<file path="src/rtl/riscv_pkg.sv">
// Shared RISC-V front-end types: PC width, default reset vector and the fetch FIFO entry.
package riscv_pkg;

  localparam int unsigned XLEN = 32;
  localparam logic [XLEN-1:0] DEFAULT_RESET_VECTOR = '0;

  typedef struct packed {
    logic [XLEN-1:0] pc;
    logic [31:0]     instr;
    logic            fault;
  } fetch_entry_t;

endpackage

</file>
<file path="src/rtl/ifetch_buffer_if.sv">
// Instruction memory request/response bus: pipelined req/gnt with in-order rvalid responses.
interface ifetch_buffer_if;
  import riscv_pkg::*;

  logic            req;
  logic [XLEN-1:0] adr;
  logic            gnt;
  logic            rvalid;
  logic [31:0]     rdata;
  logic            err;

  modport master (output req, adr, input gnt, rvalid, rdata, err);
  modport slave  (input req, adr, output gnt, rvalid, rdata, err);

endinterface

</file>
<file path="src/rtl/ifetch_fifo.sv">
// Fetch entry FIFO: push/pop/clear, no bypass; clear wins over a same-cycle push or pop.
module ifetch_fifo
  import riscv_pkg::*;
#(
  parameter int unsigned DEPTH = 4,
  localparam int unsigned AW = $clog2(DEPTH),
  localparam int unsigned CW = AW + 1
) (
  input  logic         clk,
  input  logic         reset_n,
  input  logic         clear_i,
  input  logic         push_i,
  input  fetch_entry_t data_i,
  input  logic         pop_i,
  output fetch_entry_t head_o,
  output logic [CW-1:0] count_o
);

  fetch_entry_t          entries_q [DEPTH];
  logic [AW-1:0]         wr_ptr_q, wr_ptr_d;
  logic [AW-1:0]         rd_ptr_q, rd_ptr_d;
  logic [CW-1:0]         count_q, count_d;
  logic                  pop_ok;

  // Popping an empty FIFO is a no-op so decode may hold ready high freely.
  assign pop_ok = pop_i && (count_q != '0);

  always_comb begin
    wr_ptr_d = wr_ptr_q;
    rd_ptr_d = rd_ptr_q;
    count_d  = count_q;
    if (clear_i) begin
      wr_ptr_d = '0;
      rd_ptr_d = '0;
      count_d  = '0;
    end else begin
      if (push_i) wr_ptr_d = wr_ptr_q + AW'(1);
      if (pop_ok) rd_ptr_d = rd_ptr_q + AW'(1);
      if (push_i && !pop_ok) begin
        count_d = count_q + CW'(1);
      end else if (!push_i && pop_ok) begin
        count_d = count_q - CW'(1);
      end
    end
  end

  always_ff @(posedge clk or negedge reset_n) begin
    if (!reset_n) begin
      wr_ptr_q <= '0;
      rd_ptr_q <= '0;
      count_q  <= '0;
      for (int i = 0; i < int'(DEPTH); i++) entries_q[i] <= '0;
    end else begin
      wr_ptr_q <= wr_ptr_d;
      rd_ptr_q <= rd_ptr_d;
      count_q  <= count_d;
      if (push_i && !clear_i) entries_q[wr_ptr_q] <= data_i;
    end
  end

  assign head_o  = entries_q[rd_ptr_q];
  assign count_o = count_q;

endmodule

</file>
<file path="src/rtl/ifetch_buffer.sv">
// Instruction fetch front-end: sequential PC, credit-limited pipelined imem requests,
// response FIFO toward decode, and branch flush that discards in-flight responses.
module ifetch_buffer
  import riscv_pkg::*;
#(
  parameter int unsigned     DEPTH        = 4,
  parameter logic [XLEN-1:0] RESET_VECTOR = DEFAULT_RESET_VECTOR
) (
  input  logic              clk,
  input  logic              reset_n,
  input  logic              branch_v_i,
  input  logic [XLEN-1:0]   branch_adr_i,
  ifetch_buffer_if.master   imem,
  output logic              instr_v_o,
  input  logic              instr_ready_i,
  output logic [31:0]       instr_o,
  output logic [XLEN-1:0]   pc_o,
  output logic              fault_o
);

  localparam int unsigned CW = $clog2(DEPTH) + 1;
  localparam int unsigned SW = CW + 2;

  logic [XLEN-1:0] fetch_pc_q, fetch_pc_d;
  logic [XLEN-1:0] resp_pc_q, resp_pc_d;
  logic [CW-1:0]   outstanding_q, outstanding_d;
  logic [CW-1:0]   discard_q, discard_d;
  logic [CW-1:0]   count;
  logic [SW-1:0]   in_use;
  logic [XLEN-1:0] target;
  logic            credit, req, accept;
  logic            rsp_any, rsp_drop, push, pop;
  fetch_entry_t    push_data, head;

  assign target = {branch_adr_i[XLEN-1:2], 2'b00};

  // Every FIFO slot is reserved at request time, so the FIFO can never overflow.
  assign in_use  = SW'(count) + SW'(outstanding_q) + SW'(discard_q);
  assign credit  = in_use < SW'(DEPTH);
  assign req     = reset_n && !branch_v_i && credit;
  assign accept  = req && imem.gnt;

  // Responses with nothing in flight are protocol errors and are ignored.
  assign rsp_any  = imem.rvalid && ((outstanding_q != '0) || (discard_q != '0));
  assign rsp_drop = rsp_any && (discard_q != '0);
  assign push     = rsp_any && !rsp_drop && !branch_v_i;
  assign pop      = instr_v_o && instr_ready_i && !branch_v_i;

  assign push_data = '{pc: resp_pc_q, instr: imem.rdata, fault: imem.err};

  always_comb begin
    fetch_pc_d    = fetch_pc_q;
    resp_pc_d     = resp_pc_q;
    outstanding_d = outstanding_q;
    discard_d     = discard_q;
    if (branch_v_i) begin
      fetch_pc_d    = target;
      resp_pc_d     = target;
      outstanding_d = '0;
      // Whatever is still in flight after this cycle's response must be dropped.
      discard_d     = discard_q + outstanding_q + CW'(accept) - CW'(rsp_any);
    end else begin
      if (accept) fetch_pc_d = fetch_pc_q + XLEN'(4);
      if (push)   resp_pc_d  = resp_pc_q + XLEN'(4);
      if (rsp_drop) discard_d = discard_q - CW'(1);
      outstanding_d = outstanding_q + CW'(accept) - CW'(push);
    end
  end

  always_ff @(posedge clk or negedge reset_n) begin
    if (!reset_n) begin
      fetch_pc_q    <= RESET_VECTOR;
      resp_pc_q     <= RESET_VECTOR;
      outstanding_q <= '0;
      discard_q     <= '0;
    end else begin
      fetch_pc_q    <= fetch_pc_d;
      resp_pc_q     <= resp_pc_d;
      outstanding_q <= outstanding_d;
      discard_q     <= discard_d;
    end
  end

  ifetch_fifo #(
    .DEPTH (DEPTH)
  ) u_fifo (
    .clk     (clk),
    .reset_n (reset_n),
    .clear_i (branch_v_i),
    .push_i  (push),
    .data_i  (push_data),
    .pop_i   (pop),
    .head_o  (head),
    .count_o (count)
  );

  assign imem.req = req;
  assign imem.adr = reset_n ? fetch_pc_q : '0;

  assign instr_v_o = (count != '0);
  assign instr_o   = instr_v_o ? head.instr : '0;
  assign pc_o      = instr_v_o ? head.pc    : '0;
  assign fault_o   = instr_v_o && head.fault;

  rsp_protocol: assert property (@(posedge clk) disable iff (!reset_n)
    imem.rvalid |-> ((outstanding_q != '0) || (discard_q != '0)));

endmodule
</file>
<file path="src/flat_wrapper.sv">
// flat-port wrapper written by rule: the top's interface ports become plain ports
module ifetch_buffer_flat import riscv_pkg::*;
#(
  parameter int unsigned     DEPTH        = 4,
  parameter logic [XLEN-1:0] RESET_VECTOR = DEFAULT_RESET_VECTOR
)
  (clk, reset_n, branch_v_i, branch_adr_i, instr_v_o, instr_ready_i, instr_o, pc_o, fault_o, imem_req, imem_adr, imem_gnt, imem_rvalid, imem_rdata, imem_err);
  ifetch_buffer_if imem_i ();
  input  logic clk;
  input  logic reset_n;
  input  logic branch_v_i;
  input  logic [XLEN-1:0] branch_adr_i;
  output logic instr_v_o;
  input  logic instr_ready_i;
  output logic [31:0] instr_o;
  output logic [XLEN-1:0] pc_o;
  output logic fault_o;
  output wire logic [$bits(imem_i.req)-1:0] imem_req;
  output wire logic [$bits(imem_i.adr)-1:0] imem_adr;
  input wire logic [$bits(imem_i.gnt)-1:0] imem_gnt;
  input wire logic [$bits(imem_i.rvalid)-1:0] imem_rvalid;
  input wire logic [$bits(imem_i.rdata)-1:0] imem_rdata;
  input wire logic [$bits(imem_i.err)-1:0] imem_err;
  assign imem_req = imem_i.req;
  assign imem_adr = imem_i.adr;
  assign imem_i.gnt = imem_gnt;
  assign imem_i.rvalid = imem_rvalid;
  assign imem_i.rdata = imem_rdata;
  assign imem_i.err = imem_err;
  ifetch_buffer #(.DEPTH(DEPTH), .RESET_VECTOR(RESET_VECTOR)) u_core (.clk(clk), .reset_n(reset_n), .branch_v_i(branch_v_i), .branch_adr_i(branch_adr_i), .imem(imem_i), .instr_v_o(instr_v_o), .instr_ready_i(instr_ready_i), .instr_o(instr_o), .pc_o(pc_o), .fault_o(fault_o));
endmodule
</file>
<file path="config.mk">
export PLATFORM = sky130hd
export DESIGN_NAME = ifetch_buffer_flat
export DESIGN_NICKNAME = d
export VERILOG_FILES = /design/src/rtl/riscv_pkg.sv /design/src/rtl/ifetch_buffer_if.sv /design/src/rtl/ifetch_fifo.sv /design/src/rtl/ifetch_buffer.sv /design/src/flat_wrapper.sv
export SDC_FILE = /design/constraint.sdc
export NUM_CORES = 1
export LEC_CHECK = 0
export ABC_AREA = 1
export BUFFER_PORTS_ARGS = -buffer_cell sky130_fd_sc_hd__buf_2
export CORE_UTILIZATION = 60
export CTS_CLUSTER_SIZE = 12
export DETAILED_ROUTE_END_ITERATION = 12
export PLACE_DENSITY = 0.81
export SYNTH_ARGS = -nofsm -noshare
export SYNTH_HDL_FRONTEND = slang
export SYNTH_HIERARCHICAL = 1
export SYNTH_SLANG_ARGS = --single-unit
</file>
<file path="constraint.sdc">
create_clock -name clk -period 3.7 [get_ports clk]
set_clock_uncertainty 0.05 [all_clocks]
set_input_delay 0.925 -clock clk [delete_from_list [all_inputs] [get_ports clk]]
set_output_delay 0.925 -clock clk [all_outputs]
set_load 0.01 [all_outputs]
</file>
Yosys cells after proc, flatten, opt, wreduce, memory -nomap -nowiden
Index checks and enable logic that the tools add are counted.

Bits in registers: 337. Input bits: 71. Word-level logic and storage cells: 90.

Add/subtract/negate cells: 14. Order comparisons: 4. Muxes and demuxes: 23. Bitwise logic cells: 2. Reductions and logical operators: 28.

Operator list (count): $bwmux 260 (1); $mux 32 (7); $mux 65 (3); $bmux 65 s2 (1); $demux 65 s2 (1); $add 32x3->32 const B (2); $mux 3 (6); $logic_and 1x1->1 (15); $reduce_bool 3->1 (4); $mux 2 (4); $reduce_bool 2->1 (4); $add 3x1->3 (2); $ge 3x3->1 const B (2); $not 2->3 (2); $sub 3x1->3 (2); $sub 3x1->3 const B (2); $add 5x3->5 (1); $lt 5x3->1 const B (1); $add 2x1->2 const B (2); $add 3x3->4 (1); $logic_not 1->1 (4); $add 3x1->3 const B (1); $add 3x3->3 (1); $lt 3x1->1 const B (1); $logic_or 1x1->1 (1).

Depth between registers and ports, before layout
Gate-level depths: netlist of the first run.

Depth in word-level cells: 12. Mapped depth: 17. Mapped depth without buffers: 16.

By module
Netlist of the first run, hierarchy kept.

By module, submodules not included: ifetch_fifo (instances 1, cells each 1330, area each 11478.5 um^2, seq. area each 6681.4 um^2); ifetch_buffer (instances 1, cells each 983, area each 5836.8 um^2, seq. area each 1651.6 um^2).

Least setup slack after synthesis of the first run
OpenSTA, ideal clock, no wires.

Kind: reg-to-reg. Start: register u_core.outstanding_q[1]. End: register u_core.discard_q[2]. Library setup time: 0.077 ns. Arrival time: 3.189 ns. Setup slack: 0.383 ns. Stages on the path, launching flop included: 18. Buffers on the path: 1. Period minus slack after synthesis: 3.317 ns. Path through: dfrtp_1 -> inv_1 -> fa_1 -> a21oi_1 -> fa_1 -> inv_1 -> nor2_1 -> nand2_1 -> nand2_1 -> nand2_1 -> nor2_2 -> buf_4 -> fa_1 -> fa_1 -> xor2_1 -> a21oi_1 -> o21ai_0 -> a21oi_1.

Word-level cells in the longest chain between the ends: 8. Elaborated cells on any way between the ends: 14. Classes of those cells: 5 x add/sub; 1 x order compare; 1 x mux; 7 x reduce/logical.

Ends and longest elaborated chain: from (decl) (RTL line ifetch_buffer.sv:26) `logic [CW-1:0] outstanding_q, outstanding_d;`; from (signal assigned) (RTL line ifetch_buffer.sv:79) `outstanding_q <= outstanding_d;`; $add 3x3->4 (RTL line ifetch_buffer.sv:38) `assign in_use = SW'(count) + SW'(outstanding_q) + SW'(discard_q);`; $add 5x3->5 (RTL line ifetch_buffer.sv:38); $lt 5x3->1 (RTL line ifetch_buffer.sv:39) `assign credit = in_use < SW'(DEPTH);`; $logic_and 1x1->1 (RTL line ifetch_buffer.sv:40) `assign req = reset_n && !branch_v_i && credit;`; $logic_and 1x1->1 (RTL line ifetch_buffer.sv:41) `assign accept = req && imem.gnt;`; $add 3x1->3 (RTL line ifetch_buffer.sv:61) `discard_d = discard_q + outstanding_q + CW'(accept) - CW'(rsp_any);`; $sub 3x1->3 (RTL line ifetch_buffer.sv:61); $mux 3 (RTL line ifetch_buffer.sv:56) `if (branch_v_i) begin`; to (signal assigned) (RTL line ifetch_buffer.sv:80) `discard_q <= discard_d;`; to (decl) (RTL line ifetch_buffer.sv:27) `logic [CW-1:0] discard_q, discard_d;`.

Several ways; a longest one is shown, not always the timed one. A chain may end at the register's enable or synchronous reset.

Worst setup path after layout of the first run
Start: register u_core.outstanding_q[1]. End: output port imem_req.

Word-level cells in the longest chain between the ends: 4.

Ends and longest elaborated chain: $add 3x3->4 (RTL line ifetch_buffer.sv:38); $add 5x3->5 (RTL line ifetch_buffer.sv:38); $lt 5x3->1 (RTL line ifetch_buffer.sv:39); $logic_and 1x1->1 (RTL line ifetch_buffer.sv:40); to (decl) (RTL line flat_wrapper.sv:18) `output wire logic [$bits(imem_i.req)-1:0] imem_req;`.

No other way between the ends.

==> out/qor.yml, run 1 <==
timing:
  hold_slack_ps: 197
  hold_viol_final: 0
  finalMaxSlewViolations: 0
  fin_crit_sh_pct: 97.1
  slew_headroom_pct: 51.6
  rsz0062_at_grt: "true"
  fmax_ghz: 0.278
  finalSetupViolations: 0
  period_needed_ps: 3590
  worstMarginPinSlew_ps: 726
drt:
  met1Wirelength_mm: 18.9
  met2_length_mm: 21.4
  dr.pass1.iters: 5
  num_vias: 15900
  drt_iter0_markers: 1484
  final_antenna_net_count: 0
  wl_mm: 44.6
  drcViolationCount: 0
  avgViaCountPerCell: 5.61
  wl_met3_mm: 3.03
  top_layer: "met4"
  route.detailed.wl_per_inst_um: 15.8
pwr:
  combPwrFrac_pct: 15.7
  power_leakage_nw: 9.86
  fin_total_pwr_w: 0.00936
  switchingPower_w: 0.00267
  internal_power_w: 0.00669
  p_seq_share_pct: 45.6
  power_per_cell_area_nw_per_um2: 477
  p_sw_share_pct: 28.5
  clkPwrFrac_pct: 38.8
  vdd.ir_drop.worst_mv: 0.261
logic_synthesis:
  ys.flop_type: "dfrtp_1"
  synth.distinct_cells: 39
  seq_area_frac_synth_pct: 48.1
  async_flop_share_pct: 100
  yosysWarningCount: 6
  synth_area_um2: 17300
  syn_area_per_cell_um2: 7.49
  synthTopCellsByArea: "dfrtp_1 48%, nand2_1 13%, o21ai_0 12%, nor2_1 6.4%, inv_1 5.0%"
  synth_top_area_share_pct: 48.1
  synth.largest_area_cell: "dfrtp_1"
  syn_inst: 2313
  synth-seq-cells: 333
  synth_edf_count: 0
job:
  max_cap_violations: 0
grt:
  grt_pass1_wl_mm: 72.9
  grtUsageTotal_pct: 30.8
  grt_pass1_vias: 15000
  overflow: 0
  antenna_found_initial: 0
  grt_max_degree: 108
clocking:
  cts_tree: "built"
  clkTransAtPathRegs_ps: 60
  cts.sinks: 333
  clock-root-buffer: "clkbuf_16"
  numCtsBuffers: 37
  clkLatencyLatePin_ps: 520
  cts.path.max_buffers: 3
  htree_levels: 2
  ctsHoldBuffers: 0
status:
  status: "completed"
finish:
  area_delta_synth_final_pct: 13.3
  layout-drive-gt1-share_pct: 12.2
  final_common_cell: "nand2_1"
  layout.nets: 2518
  layout_common_cells: "613 x nand2_1, 403 x o21ai_0, 331 x dfrtp_1"
  ff_latch_area_um2: 8340
  multi_input_area_um2: 7520
  n_fill_cell: 2269
floorplanning:
  die_area_um2: 29500
  die_w_um: 172
  core_um2: 28100
  pin_count: 170
  die_y_um: 172
  core.rowCount: 61
  start_util_pct: 61.6
worst_setup_path:
  crit_type: "reg2out"
  end_kind: "output pin"
  crit_arrival_ps: 2620
  crit_path_start_kind: "register"
  path_max_fanout: 2
  required_ps: 2720
placed_design:
  hpwl_mm: 28.3
  io_buffers: 165
  gp_congestion: 0.960
worst_hold_path:
  hold_path_class: "in2async"
## metal layers
metal,GRT usage [%],up-vias
li1,-,7614
met1,41.3,7510
met2,51.2,650
met3,4.01,83
met4,11.7,0
met5,0,-
## what timing repair did
item                       in CTS  in global routing
resized for setup               1                  1
buffers inserted                1                  3
pin swaps                       0                  1
setup endpoints to repair       1                  2
## power groups by stage
| stage | combinational, W | sequential [W] | clock [W] |
|---|---|---|---|
| final | 0.00147 | 0.00426 | 0.00363 |
| after global routing | 0.00169 | 0.00430 | 0.00383 |
| after floorplan | 0.00104 | 0.00422 | 0 |
| after CTS | 0.00145 | 0.00425 | 0.00368 |
| after detailed placement | 0.00143 | 0.00431 | 0 |
| after global placement | 0.00137 | 0.00430 | 0 |
## registers in the layout, indices dropped and copies added, names as in the netlist
signal and cells:
u_core/u_fifo/count_o 3, u_core/u_fifo/rd_ptr_q 2, u_core/u_fifo/entries_q 260, u_core/fetch_pc_q 30, u_core/u_fifo/wr_ptr_q 2, u_core/outstanding_q 3
u_core/resp_pc_q 30, u_core/discard_q 3
## final cells by class
cell class                      instances  area share, %
Sequential cell                       333           42.5
Antenna cell                            1         0.0128
Tap cell                              378           2.41
Clock inverter                          9          0.536
Inverter                              237           4.55
Multi-Input combinational cell       1612           38.3
Clock buffer                           53           5.53
Timing Repair Buffer                  203           6.18
## through the flow
| step | instance area (µm²) | worst slack [ps] | TNS, ps | instances | utilization [%] |
|---|---|---|---|---|---|
| 2_1_floorplan | 17300 | 383 | 0 | 2316 | - |
| 3_3_place_gp | 18400 | 322 | 0 | 2759 | 65.5 |
| 3_5_place_dp | 18400 | 236 | 0 | 2759 | 65.5 |
| 4_1_cts | 19600 | 11.6 | 0 | 2822 | 69.8 |
| 5_1_grt | 19600 | -25.7 | -25.7 | 2825 | 69.9 |
| 6_report | 19600 | 107 | 0 | 2826 | 69.9 |
## path summary, 6_finish.rpt
check                      slack [ps]                                startpoint  depth (start not counted)                                       end
min in group clk                  430  u_core/u_fifo/entries_q[109]$_DFFE_PN0P_                          2  u_core/u_fifo/entries_q[109]$_DFFE_PN0P_
max                               110         u_core/outstanding_q[1]$_DFF_PN0_                          8                                  imem_req
min                               200                                   reset_n                          1         u_core/fetch_pc_q[12]$_DFFE_PN0N_
max in group asynchronous        1850                                   reset_n                          4     u_core/u_fifo/rd_ptr_q[0]$_DFFE_PN0P_
max reg2reg                       330         u_core/outstanding_q[2]$_DFF_PN0_                         16           u_core/discard_q[2]$_DFFE_PN0P_
min reg2reg                       430  u_core/u_fifo/entries_q[109]$_DFFE_PN0P_                          2  u_core/u_fifo/entries_q[109]$_DFFE_PN0P_
## critical path, stage by stage (launching register included)
cell	delay, ps
dfrtp_1	370
inv_1	90
fa_1	500
a21oi_1	170
fa_1	460
a211oi_2	190
nand2_1	130
inv_1	60
buf_2	120
## cell usage after synthesis (2+ instances only)
master	count
xnor2_1	6
a21oi_1	19
o22ai_1	66
nand2_1	617
a31oi_1	5
o21a_1	3
nand4_1	4
buf_2	66
clkbuf_1	58
o211ai_1	2
nand3b_1	17
nor2_4	6
nand3_2	2
inv_1	230
nand3_1	83
xor2_1	14
buf_4	7
o21ai_1	19
clkinv_2	2
nor2_1	294
nor2_2	7
o21bai_1	5
dfrtp_1	333
ha_1	16
inv_2	5
nand2_2	6
fa_1	7
o21ai_0	403
## cells by family (layout without fill, tap and decap cells)
group                    Yosys count  in the layout  share of synthesized area, %
AND/OR/NAND/NOR                 1040           1040                          24.2
AO/OA/AOI/OAI                    525            525                          15.9
buffers and inverters            371            502                          8.74
flip-flops                       333            333                          48.1
adder cells (fa/ha/maj)           23             23                          1.97
XOR/XNOR                          20             20                          1.01
other                              1              5                        0.0217
No activity file was read; power rests on OpenSTA's default activity.
==> run 2: changes to the inputs <==
--- a/config.mk
+++ b/config.mk
@@ -11,6 +11,7 @@
 export CTS_CLUSTER_SIZE = 12
 export DETAILED_ROUTE_END_ITERATION = 12
 export PLACE_DENSITY = 0.81
+export REMOVE_ABC_BUFFERS = 1
 export SYNTH_ARGS = -nofsm -noshare
 export SYNTH_HDL_FRONTEND = slang
 export SYNTH_HIERARCHICAL = 1
==> constraint.sdc (replaced) <==
create_clock -name clk -period 3.7 [get_ports clk]
set_clock_uncertainty 0.05 [all_clocks]
set_input_delay 0.925 -clock clk [delete_from_list [all_inputs] [get_ports clk]]
set_output_delay 0.925 -clock clk [all_outputs]
set_load 0.02 [all_outputs]
==> run 2 against run 1 <==
Against the previous run:
- critical path depth stayed put
- sequential share of layout area is 0.061 points higher
- sequential cell count stayed put
- routed wire length is 1.4% lower
- clock-buffer cell count is 2 lower
- die area stayed put
- cell count is 0.42% lower
- highest routed layer unchanged
- hold slack better by 38 ps
- critical endpoint unchanged
- via count is 0.57% lower
- power hardly changed
- register-to-register slack better by 30 ps
==> out/qor.yml, run 2 (synthesis results as in run 1) <==
drt:
  num_vias: 15800
  dr.pass1.iters: 6
  avgViaCountPerCell: 5.60
  wl_mm: 44.0
  drcViolationCount: 0
  final_antenna_net_count: 0
  drt_iter0_markers: 1552
  route.detailed.wl_per_inst_um: 15.6
clocking:
  cts_tree: "built"
  ctsHoldBuffers: 0
  clkLatencyLatePin_ps: 510
  cts.sinks: 333
  clock-root-buffer: "clkbuf_16"
  cts.path.max_buffers: 3
  htree_levels: 2
  clkTransAtPathRegs_ps: 60
  numCtsBuffers: 37
finish:
  n_antenna_cell: 0
  final_common_cell: "nand2_1"
  reg.largest.list: "u_core/u_fifo/entries_q (260), u_core/fetch_pc_q (30), u_core/resp_pc_q (30)"
  layout-drive-gt1-share_pct: 11.9
  top_register: "u_core/u_fifo/entries_q"
  area_delta_synth_final_pct: 13.2
  layout.nets: 2511
  final_util_pct: 69.8
  largest_register_ffs: 260
  layout_common_cells: "612 x nand2_1, 403 x o21ai_0, 330 x dfrtp_1"
timing:
  period_needed_ps: 3600
  slew_headroom_pct: 31.3
  rsz0062_at_grt: "false"
  fin_crit_sh_pct: 97.2
  worstMarginPinSlew_ps: 1030
  hold_viol_final: 0
  hold_slack_ps: 235
  finalMaxSlewViolations: 0
  finalSetupViolations: 0
  fmax_ghz: 0.278
floorplanning:
  die_y_um: 172
  start_util_pct: 61.6
  pin_count: 170
  core_um2: 28100
  die_w_um: 172
  die_area_um2: 29500
  core.rowCount: 61
worst_setup_path:
  crit_arrival_ps: 2620
  slowest_stage: "fa_2"
  path_max_fanout: 4
  r2r_cells: 14
  required_ps: 2720
  r2r_slack_ps: 360
  path_buf_inv: 3
  cpPeakStageDelay_ps: 470
  rr_startpoint: "u_core/u_fifo/count_o[1]$_DFFE_PN0P_"
  crit_type: "reg2out"
  crit_top_cell: "inv_1"
  end_kind: "output pin"
  worstReg2RegEnd: "u_core/outstanding_q[2]$_DFF_PN0_"
  crit_path_start_kind: "register"
  crit_path_cell_trace: "inv_1 -> fa_1 -> a21oi_1 -> fa_2 -> a211oi_2 -> nand2_2 -> inv_1 -> buf_4"
  critPathTopFamily: "adder cells"
pwr:
  switchingPower_w: 0.00265
  combPwrFrac_pct: 15.9
  p_seq_share_pct: 45.5
  p_sw_share_pct: 28.3
  internal_power_w: 0.00670
  vdd.ir_drop.worst_mv: 0.299
  power_leakage_nw: 9.83
  power_per_cell_area_nw_per_um2: 477
  clkPwrFrac_pct: 38.6
grt:
  grt_pass1_vias: 14800
  antenna_found_initial: 1
  overflow: 0
  grt_max_degree: 131
  grt_pass1_wl_mm: 71.8
  grtUsageTotal_pct: 30.2
placed_design:
  hpwl_mm: 26.6
  io_buffers: 165
  gp_congestion: 0.936
status:
  status: "completed"
worst_hold_path:
  hold_path_class: "in2async"
job:
  max_cap_violations: 0
-- run 2: cell count changes in the layout (fill, tap and decap cells not counted), sizes merged --
cell    change
clkinv      -3
buf         -7
clkbuf      -2
diode       -1
bufinv      +1
-- run 2: layout make-up --
| cell class | instances | area (µm²) |
|---|---|---|
| Fill cell | 2267 | 8490 |
| Clock buffer | 51 | 1060 |
| Tap cell | 378 | 473 |
| Timing Repair Buffer | 196 | 1200 |
| Multi-Input combinational cell | 1612 | 7520 |
| Clock inverter | 7 | 120 |
| Inverter | 237 | 893 |
| Sequential cell | 333 | 8340 |
-- run 2: per-stage QoR --
stage	power [W]	cells	TNS (ps)	setup WS (ps)	cell area (µm²)
finish	0.00935	2814	0	104	19600
detailed placement	0.00576	2748	0	256	18400
global route	0.00982	2814	0	3.99	19600
floorplan	0.00525	2182	-119060	-1760	16700
global placement	0.00569	2748	0	338	18400
CTS	0.00936	2807	0	28.9	19500
-- run 2: power groups by stage --
stage | clock network [W] | logic, W | registers [W]
2_1_floorplan | 0 | 0.00103 | 0.00423
3_3_place_gp | 0 | 0.00140 | 0.00429
3_5_place_dp | 0 | 0.00145 | 0.00431
4_1_cts | 0.00364 | 0.00147 | 0.00425
5_1_grt | 0.00381 | 0.00172 | 0.00429
6_report | 0.00361 | 0.00149 | 0.00426
-- run 2: worst max path at each step --
stage	startpoint	to	slack (ps)	depth (start not counted)
2_1_floorplan	u_core/u_fifo/count_o[0]$_DFFE_PN0P_	instr_v_o	-1760	2
3_3_place_gp	u_core/outstanding_q[1]$_DFF_PN0_	u_core/discard_q[2]$_DFFE_PN0P_	340	16
3_5_place_dp	u_core/outstanding_q[1]$_DFF_PN0_	u_core/discard_q[2]$_DFFE_PN0P_	260	16
4_1_cts	u_core/outstanding_q[1]$_DFF_PN0_	imem_req	30	8
5_1_grt	u_core/u_fifo/count_o[1]$_DFFE_PN0P_	imem_req	4	8
6_report	u_core/u_fifo/count_o[1]$_DFFE_PN0P_	imem_req	100	8
-- run 2: per-layer routing --
layer  up-vias  GRT usage (%)  wire length (µm)
li1       7587              -                 -
met2       703           50.5             20700
met1      7400           41.4             19000
met4         0           8.89              1040
met5         -              0                 0
met3        76           3.66              3260
-- run 2: timing repair --
item                                    4_1_cts  5_1_grt
gates resized for setup                       1        5
pin swaps                                     1        2
endpoints found under the setup margin        1        1
setup buffers                                 1        7
cloned                                        0        0
